## src/rtl/unpack_expand_12_16.sv

```systemverilog
// unpack_expand_12_16: unpacks 4 LSB-first 12-bit samples from every 3 bus words and expands each to 16-bit signed
module unpack_expand_12_16 #(
   parameter int CNT_W = 16
) (
   input  logic             clk,
   input  logic             rst_n,
   input  logic             flush,
   input  logic             mid_en,
   input  logic [15:0]      in_data,
   input  logic             in_valid,
   output logic             in_ready,
   output logic [15:0]      out_data,
   output logic             out_valid,
   input  logic             out_ready,
   output logic [CNT_W-1:0] sample_cnt
);
   typedef enum logic [1:0] {PH0, PH1, PH2, PH3} state_t;
   state_t      r_state, w_state_nxt;
   logic [11:0] r_res, w_res_nxt, w_sample;
   logic        w_space, w_acc, w_load;
   assign w_space  = !out_valid | out_ready;
   assign in_ready = !flush & (r_state != PH3) & w_space;
   assign w_acc    = in_valid & in_ready;
   assign w_load   = !flush & w_space & (w_acc | (r_state == PH3));
   // PH3 drains the complete sample left in the residue without consuming a word
   always_comb begin
      w_state_nxt = r_state;
      w_res_nxt   = r_res;
      w_sample    = r_res;
      case (r_state)
         PH0: begin
            w_sample = in_data[11:0];
            if (w_acc) begin
               w_state_nxt = PH1;
               w_res_nxt   = {8'h00, in_data[15:12]};
            end
         end
         PH1: begin
            w_sample = {in_data[7:0], r_res[3:0]};
            if (w_acc) begin
               w_state_nxt = PH2;
               w_res_nxt   = {4'h0, in_data[15:8]};
            end
         end
         PH2: begin
            w_sample = {in_data[3:0], r_res[7:0]};
            if (w_acc) begin
               w_state_nxt = PH3;
               w_res_nxt   = in_data[15:4];
            end
         end
         default: begin
            if (w_load) begin
               w_state_nxt = PH0;
               w_res_nxt   = '0;
            end
         end
      endcase
   end
   always_ff @(posedge clk or negedge rst_n) begin
      if (!rst_n) begin
         r_state <= PH0;
         r_res   <= '0;
      end else if (flush) begin
         r_state <= PH0;
         r_res   <= '0;
      end else begin
         r_state <= w_state_nxt;
         r_res   <= w_res_nxt;
      end
   end
   always_ff @(posedge clk or negedge rst_n) begin
      if (!rst_n) begin
         out_data  <= '0;
         out_valid <= 1'b0;
      end else begin
         if (w_load) out_data <= {w_sample, mid_en ? 4'h8 : 4'h0};
         out_valid <= w_load | (out_valid & !out_ready & !flush);
      end
   end
   always_ff @(posedge clk or negedge rst_n) begin
      if (!rst_n) sample_cnt <= '0;
      else if (out_valid & out_ready) sample_cnt <= sample_cnt + {{(CNT_W-1){1'b0}}, 1'b1};
   end
endmodule
```

## config.mk

```make
export PLATFORM = sky130hd
export DESIGN_NAME = unpack_expand_12_16
export DESIGN_NICKNAME = d
export VERILOG_FILES = /design/src/rtl/unpack_expand_12_16.sv
export SDC_FILE = /design/constraint.sdc
export NUM_CORES = 1
export LEC_CHECK = 0
export ABC_AREA = 0
export BUFFER_PORTS_ARGS = -buffer_cell sky130_fd_sc_hd__buf_2
export CAP_MARGIN = 30
export CORE_UTILIZATION = 45
export DETAILED_ROUTE_END_ITERATION = 7
export GPL_TIMING_DRIVEN = 0
export PLACE_DENSITY = 0.72
export RECOVER_POWER = 100
export SLEW_MARGIN = 20
export SYNTH_ARGS = -nofsm -noshare
export SYNTH_HDL_FRONTEND = slang
export SYNTH_SLANG_ARGS = --single-unit
```

## constraint.sdc

```tcl
create_clock -name clk -period 3.5 [get_ports clk]
set_input_delay 0.35 -clock clk [delete_from_list [all_inputs] [get_ports clk]]
set_output_delay 0.35 -clock clk [all_outputs]
set_load 0.02 [all_outputs]
```

Word level (Yosys, flattened, before mapping)
Index checks and enable logic that the tools add are counted.

Add/subtract/negate cells: 1. $mul: 0. Divide/modulo/power cells: 0. $lt $le $gt $ge: 0. Equal/unequal tests: 7. Shift-type cells: 0. Mux-type cells: 14. Bitwise operators: 11. Reduce and logical (&&, ||, !) cells: 6.

Operator list (number): $pmux W12 S3 (2); $mux W12 (5); $add A16 B1 Y16 const B (1); $mux W2 (5); $ne A3 B3 Y1 const B (3); $and A1 B1 Y1 (8); $pmux W2 S3 (1); $reduce_bool A5 Y1 (1); $eq A2 B2 Y1 const B (2); $mux W4 (1); $reduce_and A4 Y1 (1); $logic_not A1 Y1 (3); $or A1 B1 Y1 (3); $eq A2 B1 Y1 const B (1); $logic_not A2 Y1 (1); $ne A2 B2 Y1 const B (1).

Register bits: 47. Latch bits: 0. Memory bits (writable): 0. Memory bits (read-only): 0. Bits of input ports: 22. Logic and storage cells: 44. Memories kept: 0.

Logic depth before layout (Yosys ltp)
Gate-level depths: netlist of the first run.

Depth after elaboration: 9. Depth in mapped cells: 8. Depth with buffers taken out: 6.

Worst setup path before layout of the first run
Ideal clock, no wire load.

Path kind: register to register. Start: register r_state[1]. End: register r_res[0]. Setup time: 0.075 ns. Arrival: 1.785 ns. Slack: 1.641 ns. Cell stages (with the launch flop): 9. Clock period less this slack: 1.859 ns. Path through: dfrtp_1 -> inv_1 -> ha_1 -> buf_2 -> nor3_1 -> a31oi_2 -> or4_4 -> buf_6 -> o2bb2ai_2.

Longest elaborated chain between the ends: 8.

Ends and longest elaborated chain: start, declared (line 18) `state_t r_state, w_state_nxt;`; start signal, assigned (line 68) `r_state <= w_state_nxt;`; $ne A2 B2 Y1 (line 22) `assign in_ready = !flush & (r_state != PH3) & w_space;`; $and A1 B1 Y1 (2 in a row) (line 22); $and A1 B1 Y1 (line 23) `assign w_acc = in_valid & in_ready;`; $or A1 B1 Y1 (line 24) `assign w_load = !flush & w_space & (w_acc | (r_state == PH3));`; $and A1 B1 Y1 (line 24); $reduce_bool A5 Y1 (no source line); $reduce_and A4 Y1 (no source line); end signal, assigned (line 69) `r_res <= w_res_nxt;`; end, declared (line 19) `logic [11:0] r_res, w_res_nxt, w_sample;`.

Parallel ways exist; a longest one is shown, timed or not. A chain may end at the register's enable or synchronous reset.

Worst setup path after layout of the first run
Start: register r_state[1]. End: register r_state[1].

Longest elaborated chain between the ends: 8.

Ends and longest elaborated chain (line): $ne A2 B2 Y1 (22); $and A1 B1 Y1 (2 in a row) (22); $and A1 B1 Y1 (23); $or A1 B1 Y1 (24); $and A1 B1 Y1 (24); $reduce_bool A5 Y1 (no source line); $reduce_and A4 Y1 (no source line).

Parallel ways exist; a longest one is shown, timed or not.

==> reports/metrics.cfg, run 1 <==
[critical_path]
worstSetupStartpointType = flop
cp.arrival_ns = 2.86
path_max_fanout = 10
end_kind = flop
cp.required_ns = 3.75
critical_path_class = reg -> reg

[clocking]
cts_htree_levels = 2
cts-root-buf = clkbuf_8
clk_pin_slew_ns = 0.09
tritoncts = done
cts_resized = 0
clock_sinks = 44
cts_setup_buffers = 0
holdBufCountCts = 0
ctsLongestPathBuffers = 2
cts_buffers = 5
clkLatencyLatePin_ns = 0.30

[power_and_ir_drop]
p_sw_uw = 743.6
p_leak_nw = 1.191
clockPowerShare_pct = 22.7
cellPowerDensity_nw_per_um2 = 708.6
total_power_mw = 1.883
peakVddDrop_v = 0.0002729
sw_frac_of_total_pct = 39.49
seqPwrFrac_pct = 38.7
combPwrFrac_pct = 38.6
p_int_mw = 1.140

[run_status]
status = completed

[yosys]
netlist_instances = 208
netlist_area_um2 = 2228
synth_top_area_share_pct = 49.41
synth_area_per_cell_um2 = 10.71
synth_edf_count = 0
ys_seq_area_share_pct = 49.41
ys.flop_type = dfrtp_1
ys_seq_elements = 44
yosysUniqueCellTypes = 38
synthArstFlopShare_pct = 100.0
yosys.area.top_type = dfrtp_1
ys_warn_count = 0
synth_area_leaders = dfrtp_1 (49%), o2bb2ai_2 (4.7%), xnor2_1 (3.9%)

[cells_and_area]
layout.nets = 298
final_util_pct = 55.89
fillers = 455
n_antenna_cell = 0
ff_latch_area_um2 = 1101
drive_gt1_share_pct = 16.97
syn_to_final_growth_pct = 19.26
finalNonFillerCells = 338
multi_input_area_um2 = 1039
final_area_um2 = 2658

[sta]
worst_pin_slew_ns = 1.389
worst_slew_margin_rel_pct = 7.411
tns_ns = 0
setup_viol = 0
fin_crit_sh_pct = 74.71
rsz0062_at_grt = no
hold_violations = 0
finClkSkew_ns = 0.01026
fin_crit_ns = 2.615
fmax_mhz = 382.5
fin_ws_ns = 0.8853
slew_viol_final = 0
whs_ns = 0.1986

[detailed_routing]
antenna_left = 0
drt_iter0_drc = 146
wire_per_inst_um = 14.13
drc = 0
finalWirelength_mm = 4.775
drtPass1Iterations = 6
vias = 1811
vias_per_cell = 5.358

[global_route]
antenna_found_initial = 0
grt_pass1_vias = 1638
grtUsageTotal_pct = 19.84
grt_start_max_net_pins = 26
grt_pass1_wl_mm = 7.914
overflow = 0

[placement]
io_buffers = 52
place_ws_ns = 1.417
place_area_um2 = 2600
place_congestion = 0.8647
dp_hpwl_mm = 3.625
dp.cells = 330

[floorplanning]
die_h_um = 72.37
core_area_um2 = 4755
die_w_um = 72.37
top_level_ports = 56
initial_core_util_pct = 46.87
fp-row-count = 25
die_area_um2 = 5237

[job]
cap_violations = 0

[worst_hold_path]
hp-class = in -> async

==> registers in the layout, indices dropped and copies added (netlist names) <==
register,flops
sample_cnt,16
out_data,13
r_res,12
r_state,2
out_valid,1
==> path summary, 6_finish.rpt <==
path | cells after the start | to | from | slack (ns)
min | 1 | sample_cnt[2] | rst_n | 0.20
min in group clk | 3 | out_data[3] | mid_en | 0.24
max reg2reg | 8 | r_state[1] | r_state[1] | 0.89
max | 8 | r_state[1] | r_state[1] | 0.89
max in group asynchronous | 2 | out_data[10] | rst_n | 1.49
min reg2reg | 2 | out_data[15] | out_data[15] | 0.48
==> cells in the mapped netlist, types with 4 or more instances <==
cell type / count
a21oi_1: 10
a221oi_1: 4
a222oi_1: 8
a22oi_1: 8
a32o_1: 4
buf_4: 4
clkbuf_1: 7
dfrtp_1: 44
ha_1: 6
nand2_1: 17
nand3_1: 6
nor2_1: 22
nor3_1: 6
o21ai_0: 9
o2bb2ai_2: 7
xnor2_1: 10
xor2_1: 5
==> cells in the final DEF, fill, tap and decap left out, types with 2 or more instances in the layout <==
cell type	Yosys	final
a222oi_1	8	8
conb_1	1	3
a22oi_1	8	8
nand3_1	6	6
dfrtp_1	44	44
and4_1	1	2
nor2_1	22	22
nor4_1	3	3
nand4_1	3	3
a32o_1	4	4
ha_1	6	6
o21ai_0	9	9
clkbuf_1	7	42
buf_2	2	21
clkbuf_8	0	7
nand2_1	17	17
a221oi_1	4	4
inv_1	3	3
buf_4	4	3
a21oi_1	10	10
or3_2	2	2
nor3_1	6	6
o2bb2ai_2	7	7
xor2_1	5	5
nor2b_1	3	3
xnor2_1	10	10
==> per-layer routing <==
| layer | GRT usage [%] | vias up | wire length, µm |
|---|---|---|---|
| li1 | - | 893 | - |
| met1 | 28.49 | 864 | 2271 |
| met2 | 29.08 | 49 | 2188 |
| met3 | 4.167 | 5 | 238 |
| met4 | 8.279 | 0 | 76 |
| met5 | 0 | - | 0 |
==> area by class of cell <==
cell class	count	share of cell area, %
inverters	3	0.4237
clock buffers	7	3.625
well taps	67	3.154
plain buffers	14	2.731
repair buffers	53	8.427
multi-input cells	149	39.08
clock inverters	1	1.130
flip-flops and latches	44	41.43
==> power groups by stage <==
stage	Clock (mW)	Sequential, mW	Combinational [mW]
6_report	0.428	0.728	0.727
4_1_cts	0.435	0.725	0.762
3_5_place_dp	0	0.735	0.759
5_1_grt	0.455	0.749	0.804
2_1_floorplan	0	0.831	0.439
3_3_place_gp	0	0.730	0.745
==> critical path, stage by stage, from the launching register on <==
cell and delay, ns:
dfrtp_1 0.44, inv_1 0.11, ha_1 0.15, clkbuf_1 0.30, nor3_1 0.11, a31oi_1 0.37
o21ba_1 0.28, clkbuf_1 0.56, a22o_1 0.23
==> logic make-up after synthesis <==
family	after synthesis	share of synthesized area [%]
adders and majority gates	6	3.369
other	1	0.1683
DFF	44	49.41
muxes	1	0.5053
buffers and inverters	17	3.987
xor gates and xnor gates	15	5.895
and+or+nand+nor	69	14.99
AOI/OAI and AO/OA	55	21.67
(Power assumes the default switching activity.)
==> run 2, diff against run 1 <==
==> constraint.sdc (replaced) <==
create_clock -name clk -period 2.5 [get_ports clk]
set_input_delay 0.25 -clock clk [delete_from_list [all_inputs] [get_ports clk]]
set_output_delay 0.25 -clock clk [all_outputs]
set_load 0.02 [all_outputs]
==> run 2 against run 1 <==
  * Clock skew is essentially flat
  * Combinational power grew 35%
  * Non-clock buffer count grew 1
  * Power grew 38%
  * Count of clock-buffer cells in the layout is the same
  * Clock power grew 40%
  * Highest routed layer unchanged
  * Sequential power grew 39%
  * Utilization shrank 0.87 points
  * Wire length grew 0.90%
  * Flip-flop and latch count is the same
  * Largest power group unchanged
  * Die area is the same
==> reports/metrics.cfg, run 2 (synthesis gave the netlist of run 1 again) <==
[critical_path]
cp.required_ns = 2.73
critPathMaxStageDelay_ns = 0.52
critical_path_class = reg -> reg
end_kind = flop
path_max_fanout = 9
worstSetupStartpointType = flop
cp.arrival_ns = 2.40
crit_path_cell_trace = inv_1 -> ha_1 -> clkbuf_1 -> nor3_1 -> a31oi_1 -> or4_4 -> buf_6 -> o2bb2ai_1
cp_slowest_cell = or4_4

[sta]
finClkSkew_ns = 0.01040
worst_slew_margin_rel_pct = 29.94
setup_viol = 0
slew_viol_final = 0
fmax_mhz = 462.1
hold_violations = 0
fin_crit_ns = 2.164
fin_crit_sh_pct = 86.57
tns_ns = 0
rsz0062_at_grt = no
whs_ns = 0.1360
worst_pin_slew_ns = 1.051
fin_ws_ns = 0.3358

[global_route]
overflow = 0
grtUsageTotal_pct = 19.93
grt_pass1_vias = 1655
antenna_found_initial = 0
grt_pass1_wl_mm = 7.962
grt_start_max_net_pins = 26

[placement]
place_area_um2 = 2600
place_congestion = 0.8647
dp_hpwl_mm = 3.625
dp.cells = 330
place_ws_ns = 0.4168
io_buffers = 52

[detailed_routing]
wire_per_inst_um = 14.21
finalWirelength_mm = 4.818
drc = 0
vias_per_cell = 5.386
antenna_left = 0
drt_iter0_drc = 98
drtPass1Iterations = 4
vias = 1826

[cells_and_area]
finalNonFillerCells = 339
drive_gt1_share_pct = 15.44
layout.nets = 299
n_antenna_cell = 0
mostFrequentLayoutCell = dfrtp_1
top_register = sample_cnt
final_cell_mix = dfrtp_1 (44), clkbuf_1 (40), nor2_1 (22), buf_2 (21), nand2_1 (17)
fillers = 464
final_util_pct = 55.03
top_regs = sample_cnt (16), out_data (13), r_res (12)
syn_to_final_growth_pct = 17.41
largest_reg_flops = 16
final_area_um2 = 2616

[job]
cap_violations = 0

[worst_hold_path]
hp-class = in -> reg

[clocking]
cts_resized = 0
clock_sinks = 44
clk_pin_slew_ns = 0.09
cts-root-buf = clkbuf_8
clkLatencyLatePin_ns = 0.30
cts_htree_levels = 2
ctsLongestPathBuffers = 2
cts_buffers = 5
tritoncts = done

[power_and_ir_drop]
cellPowerDensity_nw_per_um2 = 991.7
peakVddDrop_v = 0.0003765
p_leak_nw = 1.180
total_power_mw = 2.595

[floorplanning]
initial_core_util_pct = 46.87
die_h_um = 72.37
die_area_um2 = 5237
fp-row-count = 25
die_w_um = 72.37
top_level_ports = 56
core_area_um2 = 4755

[run_status]
status = completed

==> run 2: cell count changes in the layout (fill, tap and decap cells not counted), sizes merged <==
cell / previous run / this run
clkbuf: 49 / 48
buf: 25 / 26
dlygate4sd3: 0 / 1
==> run 2: power breakdown <==
part | total (mW) | internal (mW) | switching, mW | leakage [nW]
combinational | 0.983 | 0.355 | 0.627 | 0.543
sequential | 1.01 | 0.879 | 0.135 | 0.573
clock | 0.598 | 0.353 | 0.245 | 0.0645
total | 2.59 | 1.59 | 1.01 | 1.18
==> run 2: worst paths after layout <==
kind                       slack [ns]       endpoint  cells after the start         start
hold reg to reg                  0.48   out_data[15]                      2  out_data[15]
min in group asynchronous        0.65  sample_cnt[2]                      2         rst_n
hold / removal                   0.14    out_data[3]                      3        mid_en
setup / recovery                 0.34       r_res[1]                      8    r_state[1]
setup reg to reg                 0.34       r_res[1]                      8    r_state[1]
max in group asynchronous        0.64   out_data[10]                      3         rst_n
==> run 2: worst max-delay path: cells and delay by family, from the launching register on <==
kind	cells	cell delay [ns]
adders and majority gates	1	0.19
buffers and inverters	3	0.45
AOI/OAI and AO/OA	2	0.26
and+or+nand+nor	2	0.77
DFF	1	0.43
==> run 2: layer usage <==
layer / global-route usage, % / share of wire, % / up-vias
met5: 0 / 0 / -
met4: 8.279 / 1.1 / 0
met3: 4.167 / 4.1 / 4
met2: 29.70 / 46 / 45
met1: 28.23 / 48 / 879
li1: - / - / 898
==> run 2: repair_timing <==
action,4_1_cts,5_1_grt
setup buffers,0,0
hold endpoints to repair,19,0
hold buffers,1,0
==> run 2: final cells by class <==
class / count / area, µm² / share of cell area, %
flip-flops and latches: 44 / 1101 / 42.09
multi-input cells: 149 / 982.2 / 37.54
repair buffers: 54 / 235.2 / 8.991
clock buffers: 7 / 96.34 / 3.682
well taps: 67 / 83.83 / 3.204
plain buffers: 14 / 76.32 / 2.917
clock inverters: 1 / 30.03 / 1.148
inverters: 3 / 11.26 / 0.4304
==> run 3, diff against run 2 <==
--- a/config.mk
+++ b/config.mk
@@ -6,12 +6,14 @@
 export NUM_CORES = 1
 export LEC_CHECK = 0
 export ABC_AREA = 0
-export BUFFER_PORTS_ARGS = -buffer_cell sky130_fd_sc_hd__buf_2
 export CAP_MARGIN = 30
 export CORE_UTILIZATION = 45
+export CTS_BUF_LIST = sky130_fd_sc_hd__clkbuf_8
+export CTS_CLUSTER_DIAMETER = 80
 export DETAILED_ROUTE_END_ITERATION = 7
+export DONT_BUFFER_PORTS = 1
 export GPL_TIMING_DRIVEN = 0
-export PLACE_DENSITY = 0.72
+export PLACE_DENSITY = 0.63
 export RECOVER_POWER = 100
 export SLEW_MARGIN = 20
 export SYNTH_ARGS = -nofsm -noshare
==> run 3 against run 2 <==
  * First-iteration DRC count rose by 40%
  * Register-to-register slack lost 0.05 ns
  * Worst hold slack worse by 0.084 ns
  * Setup slack got worse by 0.054 ns
  * Sequential power increased by 18%
==> reports/metrics.cfg, run 3 (synthesis gave the netlist of run 1 again) <==
[power_and_ir_drop]
p_leak_nw = 1.075
peakVddDrop_v = 0.0003181
clockPowerShare_pct = 21.9
p_sw_uw = 993.8
p_int_mw = 1.470
sw_frac_of_total_pct = 40.34
combPwrFrac_pct = 30.0
cellPowerDensity_nw_per_um2 = 1023
seqPwrFrac_pct = 48.1
total_power_mw = 2.464

[placement]
place_ws_ns = 0.3459
place_congestion = 0.8845
io_buffers = 0
dp_hpwl_mm = 3.473

[floorplanning]
die_w_um = 72.37
initial_core_util_pct = 46.87
fp-row-count = 25
die_h_um = 72.37
core_area_um2 = 4755
die_area_um2 = 5237
top_level_ports = 56

[cells_and_area]
final_util_pct = 50.66
layout.nets = 247
syn_to_final_growth_pct = 8.085
n_antenna_cell = 0
top_register = sample_cnt
drive_gt1_share_pct = 11.36
mostFrequentLayoutCell = dfrtp_1
top_regs = sample_cnt (16), out_data (13), r_res (12)
largest_reg_flops = 16
final_cell_mix = dfrtp_1 (44), nor2_1 (22), nand2_1 (17), a21oi_1 (10), xnor2_1 (10)

[sta]
fin_crit_ns = 2.218
setup_viol = 0
whs_ns = 0.05171
worst_slew_margin_rel_pct = 27.63
hold_violations = 0
rsz0062_at_grt = no
fmax_mhz = 450.8
fin_ws_ns = 0.2816
slew_viol_final = 0
tns_ns = 0
worst_pin_slew_ns = 1.085
fin_crit_sh_pct = 88.74
finClkSkew_ns = 0.005386

[critical_path]
cp.required_ns = 2.73
worstSetupStartpointType = flop
critical_path_class = reg -> reg
cp.arrival_ns = 2.45
end_kind = flop
path_max_fanout = 9

[detailed_routing]
antenna_left = 0
drt_iter0_drc = 137
vias = 1632
drc = 0
vias_per_cell = 5.686
drtPass1Iterations = 6
finalWirelength_mm = 4.808
wire_per_inst_um = 16.75

[clocking]
cts_setup_buffers = 0
ctsLongestPathBuffers = 2
clock_sinks = 44
tritoncts = done
clkLatencyLatePin_ns = 0.30
holdBufCountCts = 2
cts_buffers = 5
clk_pin_slew_ns = 0.08
cts_htree_levels = 2
cts-root-buf = clkbuf_8
cts_resized = 0

[global_route]
antenna_found_initial = 0
grt_start_max_net_pins = 45
grt_pass1_wl_mm = 7.755
grtUsageTotal_pct = 19.49
grt_pass1_vias = 1549
overflow = 0

[job]
cap_violations = 0

[worst_hold_path]
hp-class = in -> reg

[run_status]
status = completed

## run 3: worst paths after layout
kind / startpoint / cells past startpoint / slack [ns] / endpoint
min in group asynchronous: rst_n / 2 / 0.69 / out_data[10]
setup reg to reg: r_state[1] / 8 / 0.28 / r_res[5]
hold / removal: mid_en / 2 / 0.05 / out_data[3]
setup / recovery: r_state[1] / 8 / 0.28 / r_res[5]
hold reg to reg: r_res[2] / 1 / 0.51 / r_res[2]
max in group asynchronous: rst_n / 2 / 1.13 / r_state[0]
## run 3: per-layer routing
layer	part of all wire (%)	GRT usage [%]	wire length, µm	up-vias
li1	-	-	-	784
met1	46	27.02	2220	799
met2	47	29.18	2268	43
met3	5.6	5.278	267	6
met4	1.1	7.190	52	0
met5	0	0	0	-
## run 3: metrics by stage
stage	std cells	area, µm²
6_report	287	2409
5_1_grt	287	2409
4_1_cts	287	2465
3_5_place_dp	277	2320
3_3_place_gp	277	2320
2_1_floorplan	210	2236
## run 3: worst max-delay path, stage by stage (launching register included)
cell and delay, ns:
dfrtp_1 0.42, inv_1 0.08, ha_1 0.17, buf_2 0.17, nor3_1 0.22, a31oi_1 0.13
or4_2 0.66, buf_6 0.17, o2bb2ai_1 0.12
## run 3: power groups by stage
| stage | Combinational (mW) | Sequential, mW | Clock [mW] |
|---|---|---|---|
| 2_1_floorplan | 0.615 | 1.16 | 0 |
| 3_3_place_gp | 0.741 | 1.20 | 0 |
| 3_5_place_dp | 0.753 | 1.20 | 0 |
| 4_1_cts | 0.776 | 1.19 | 0.549 |
| 5_1_grt | 0.849 | 1.21 | 0.579 |
| 6_report | 0.740 | 1.19 | 0.539 |
## run 3: cell type report
class	count	area (µm²)
Sequential cell	44	1101
Clock buffer	5	68.82
Clock inverter	3	38.79
Fill cell	459	2346
Buffer	14	77.57
Inverter	3	11.26
Tap cell	67	83.83
Multi-Input combinational cell	149	1012
Timing Repair Buffer	2	15.01
